--- src/rtl/reg_file.sv ---
// 32 x 32 general-purpose register file: two combinational read ports,
// one synchronous write port, and a registered copy of the last written value.
module reg_file #(
  parameter int unsigned DATA_W = 32,
  parameter int unsigned ADDR_W = 5,
  parameter int unsigned NREGS  = 32
) (
  input  logic              clk,
  input  logic              rst,
  input  logic [ADDR_W-1:0] regAddr1,
  input  logic [ADDR_W-1:0] regAddr2,
  input  logic [ADDR_W-1:0] writeAddr,
  input  logic [DATA_W-1:0] writeData,
  input  logic              regWrite,
  output logic [DATA_W-1:0] regData1,
  output logic [DATA_W-1:0] regData2,
  output logic [DATA_W-1:0] resOut
);

  logic [DATA_W-1:0] regs [NREGS];

  // r0 is never written, but resOut still records the attempted value
  always_ff @(posedge clk) begin
    if (rst) begin
      for (int unsigned i = 0; i < NREGS; i++) begin
        regs[i] <= '0;
      end
      resOut <= '0;
    end else if (regWrite) begin
      if (writeAddr != '0) begin
        regs[writeAddr] <= writeData;
      end
      resOut <= writeData;
    end
  end

  always_comb begin
    regData1 = (regAddr1 == '0) ? '0 : regs[regAddr1];
    regData2 = (regAddr2 == '0) ? '0 : regs[regAddr2];
  end

endmodule

--- config.mk ---
export PLATFORM = sky130hd
export DESIGN_NAME = reg_file
export DESIGN_NICKNAME = d
export VERILOG_FILES = /design/src/rtl/reg_file.sv
export SDC_FILE = /design/constraint.sdc
export NUM_CORES = 2
export LEC_CHECK = 0
export ABC_CLOCK_PERIOD_IN_PS = 6200
export BUFFER_PORTS_ARGS = -buffer_cell sky130_fd_sc_hd__buf_2
export CAP_MARGIN = 20
export CORE_ASPECT_RATIO = 1.4
export CORE_MARGIN = 2
export CORE_UTILIZATION = 45
export CTS_BUF_LIST = sky130_fd_sc_hd__clkbuf_8
export DETAILED_ROUTE_END_ITERATION = 8
export MAX_ROUTING_LAYER = met4
export PLACE_DENSITY = 0.6
export SLEW_MARGIN = 40
export SYNTH_ARGS = -nofsm -noshare
export SYNTH_HDL_FRONTEND = slang
export SYNTH_SLANG_ARGS = --single-unit
export TNS_END_PERCENT = 50
--- constraint.sdc ---
create_clock -name clk -period 6.2 [get_ports clk]
set_clock_uncertainty 0.1 [all_clocks]
set_input_delay 0.93 -clock clk [delete_from_list [all_inputs] [get_ports clk]]
set_output_delay 0.93 -clock clk [all_outputs]
set_load 0.02 [all_outputs]
# Word-level counts from Yosys, hierarchy flattened
# Memory sizes are Yosys's and may differ from the RTL's.
# Index checks and enable logic that the tools add are counted.
dict set report op_classes {
  n_mux 11
  reduce_logical 4
}
# op count
set op_table {}
lappend op_table {{$mux W32} 3}
lappend op_table {{$reduce_or A32 Y1} 1}
lappend op_table {{$logic_not A5 Y1} 2}
lappend op_table {{$mux W1} 7}
lappend op_table {{$mux W5} 1}
lappend op_table {{$reduce_bool A5 Y1} 1}
dict set report word_totals {
  n_memories 1
  ramBits 1024
  reg_bits 32
  output_inout_bits 96
}
# memory depth width rd rd_clocked_by_memory_dff write_ports line_no
set memory_table {}
lappend memory_table {regs 32 32 2 0 32 20} ;# logic [DATA_W-1:0] regs [NREGS];

# Logic depth before layout (Yosys ltp)
dict set report depth {
  depth_word 7
  ltp_mapped 10
  mapped_depth_nobuf 4
}

# Worst setup path after synthesis
# OpenSTA, ideal clock, no wires.
dict set report synth_path {
  path_kind {input to output}
  from {input port regAddr2[1]}
  to {output port regData2[17]}
  t_arrival_ps 3075
  stages 6
  path_buffers 2
  slack_ps 2095
  required_time_ps 5170
  cell_sequence {buf_2 > or3b_2 > buf_2 > o221ai_1 > a221oi_1 > a2111oi_0}
}
dict set report synth_via {
  elab_chain_cells 2
  word_cells_on_any_way 3
  cone_classes {mux (1); reduce/logical (1); memory (1)}
}
# item line_no
set synth_lines {}
lappend synth_lines {{from (decl)} 11} ;# input logic [ADDR_W-1:0] regAddr2,
lappend synth_lines {{$mem_v2 Z32 W32 / $logic_not A5 Y1 (equally long branches)} n/a}
lappend synth_lines {{$mux W32 *} 39} ;# regData2 = (regAddr2 == '0) ? '0 : regs[regAddr2];
lappend synth_lines {{to (decl)} 16} ;# output logic [DATA_W-1:0] regData2,
# Every way passes the cells marked *; elsewhere a longest branch is shown, timed or not.

# Worst setup path after layout
dict set report layout_path {
  from {input port regAddr2[3]}
  to {output port regData2[20]}
}
# Same word-level chain as after synthesis.

==> flow_summary.toml <==
[timing]
holdWs_ns = 0.3921
hold_violations = 0
post-route-min-period_ns = 4.965
slew_headroom = 0.3389
slew_viol_final = 0
tns_ns = 0
tightest_slew_ns = 0.9666
rsz0062_at_grt = "false"
setup_viol = 0
finalCritPeriodShare = 0.8009
fmax_mhz = 201.4

[place]
dp_cells = 5284
io_buffers = 145
place_area_um2 = 58370
hpwl_mm = 111.3
gp_congestion = 0.8776

[yosys]
synth_top_family_by_area = "multiplexers"
synth_seq_cells = 1056
synthSimpleGateAreaFrac = 0.1352
ys_types = 40
synth_mux_area_frac = 0.2237
synth_fa_ha_area_frac = 0
seq_area_frac_synth = 0.5649
syn_inst = 3752
synth_area_um2 = 55560
synth_warnings = 0
synthXorXnorAreaFrac = 0
avgSynthCellArea_um2 = 14.81
synth_compound_area_frac = 0.04452

[global_route]
grt_max_degree = 97
grt_overflow = 0
antenna_found_initial = 5
grt_usage = 0.3048
grt_pass1_wl_mm = 263.0
grt_pass1_vias = 36050

[clock_tree]
clock_latency_ns = 0.90
htree_levels = 4
clockRootBuffer = "clkbuf_8"
cts_buffer_depth = 3
ctsResizeCount = 0
ctsHoldBuffers = 0
cts.sinks = 1056
cts.clk_slew.worst_paths_ns = 0.06
post-cts-setup-buffer-count = 0
cts_buffers = 171
cts_tree = "done"

[min_path]
hold_class = "reg2reg"

[floorplanning]
initial_core_util = 0.4537
die_y_um = 419.8
ios = 146
dieWidth_um = 301.0
die-area_um2 = 126300
core_area_um2 = 122500
rows = 152

[route]
drc = 0
drt_first_pass_iters = 7
via_per_inst = 6.335
wirelength_mm = 185.8
drt-initial-drc-count = 3865
wl_per_cell_um = 33.16
vias = 35500
postRouteAntennaNets = 0

[finish]
layout.cells.non_filler = 5603
n_fill_cell = 10450
drive_gt1_frac = 0.2577
final_util = 0.5022
multiInputGateArea_um2 = 22880
final_common_cell = "edfxtp_1"
num-nets-final = 3890
synthToLayoutAreaGrowth_pct = 10.69
stdcell_area_um2 = 61510
seq_area_um2 = 31390
final_cell_mix = "1024 x edfxtp_1, 1008 x and2_1, 407 x mux4_2"

[pwr]
power_density_nw_per_um2 = 263.8
irDropWorstVdd_mv = 0.2472
p_leak_nw = 21.89

[worst_setup_path]
start_kind = "input port"
required_ns = 5.17
crit_type = "in2out"
crit_arrival_ns = 3.94
setup.worst_path.end_class = "output port"
crit_fanout = 11

[job]
maxCapViolations = 0

[outcome]
status = "completed"
-- worst max-delay path, stage by stage --
cell and delay [ns]:
buf_2 0.34, buf_4 0.31, nand3b_1 0.58, buf_4 0.33, o221ai_1 0.13, a211oi_1 0.79, nor3_1 0.26, buf_2 0.24
-- Yosys cell counts --
cell type  instances  area share
edfxtp_1        1024        0.55
o221ai_1          28      0.0044
nor3b_1            1     0.00014
o22ai_1           46      0.0052
a31oi_1            7     0.00079
nand3_1            1    0.000090
nand4b_1           1     0.00016
nor4b_1            1     0.00016
nand4bb_1          1     0.00020
nor4_1             8     0.00090
clkbuf_1         290       0.020
a22oi_1           64      0.0086
a21oi_1           25      0.0023
mux2i_1          282       0.051
clkinv_1           1    0.000067
o32ai_1           15      0.0024
nand2_1            9     0.00061
conb_1             1    0.000067
or3b_2             3     0.00047
nor2b_1           42      0.0047
and2_1          1010        0.11
nor3_1            50      0.0045
or2_2             32      0.0036
a211oi_1          50      0.0068
buf_6              6      0.0012
nor2_1            69      0.0047
buf_1              8     0.00054
mux2_2            39      0.0079
a21o_1             2     0.00027
a221oi_1           4     0.00063
a22o_1            52      0.0082
dfxtp_1           32       0.012
o21bai_1           1     0.00014
a2111oi_0         31      0.0049
nand3b_1           4     0.00054
or3_1              3     0.00034
buf_4             29      0.0039
buf_2             70      0.0063
nand2b_1           3     0.00034
mux4_2           407        0.16
-- power breakdown --
part	internal (mW)	switching, mW
sequential	8.22	0.214
combinational	0.834	1.27
clock	2.76	2.92
-- layout make-up --
cell class | instances | share of cell area
clock inverters | 136 | 0.01046
multi-input cells | 2323 | 0.3720
well taps | 1617 | 0.03289
repair buffers | 287 | 0.03403
inverters | 1 | 0.00006103
diodes | 4 | 0.0001627
clock buffers | 179 | 0.04006
flip-flops and latches | 1056 | 0.5104
-- layer usage --
layer | wire, um | global-route usage | up-vias
met5 | 0 | - | -
met4 | 7662 | 0.1203 | 0
met3 | 15300 | 0.05170 | 437
met2 | 91660 | 0.4953 | 1922
met1 | 71150 | 0.3817 | 18570
li1 | - | - | 14570
-- logic make-up (layout without fill, tap and decap cells) --
group                  after synthesis  in the layout
flip-flops                        1056           1056
other                                1             36
AND/OR/NAND/NOR                   1238           1238
buffers and inverters              404            603
AO/OA/AOI/OAI                      325            325
multiplexers                       728            728
-- registers in the layout (all words and copies together), names as in the netlist --
name	flops
regs	1024
resOut	32
-- worst paths after layout --
| path | endpoint | from | cells past startpoint | slack, ns |
|---|---|---|---|---|
| worst max-delay path | regData2[20] | regAddr2[3] | 8 | 1.23 |
| worst min-delay path | resOut[27] | resOut[27] | 2 | 0.39 |
| worst max register to register | resOut[10] | resOut[10] | 2 | 5.38 |
| worst min register to register | resOut[27] | resOut[27] | 2 | 0.39 |
-- through the flow --
stage | total power [mW] | worst slack (ns)
5_1_grt | 16.70 | 1.230
3_5_place_dp | 10.66 | 1.362
2_1_floorplan | 9.811 | 2.095
3_3_place_gp | 10.63 | 1.150
6_report | 16.22 | 1.235
4_1_cts | 16.28 | 1.357
Power figures use the tool's default switching activity.
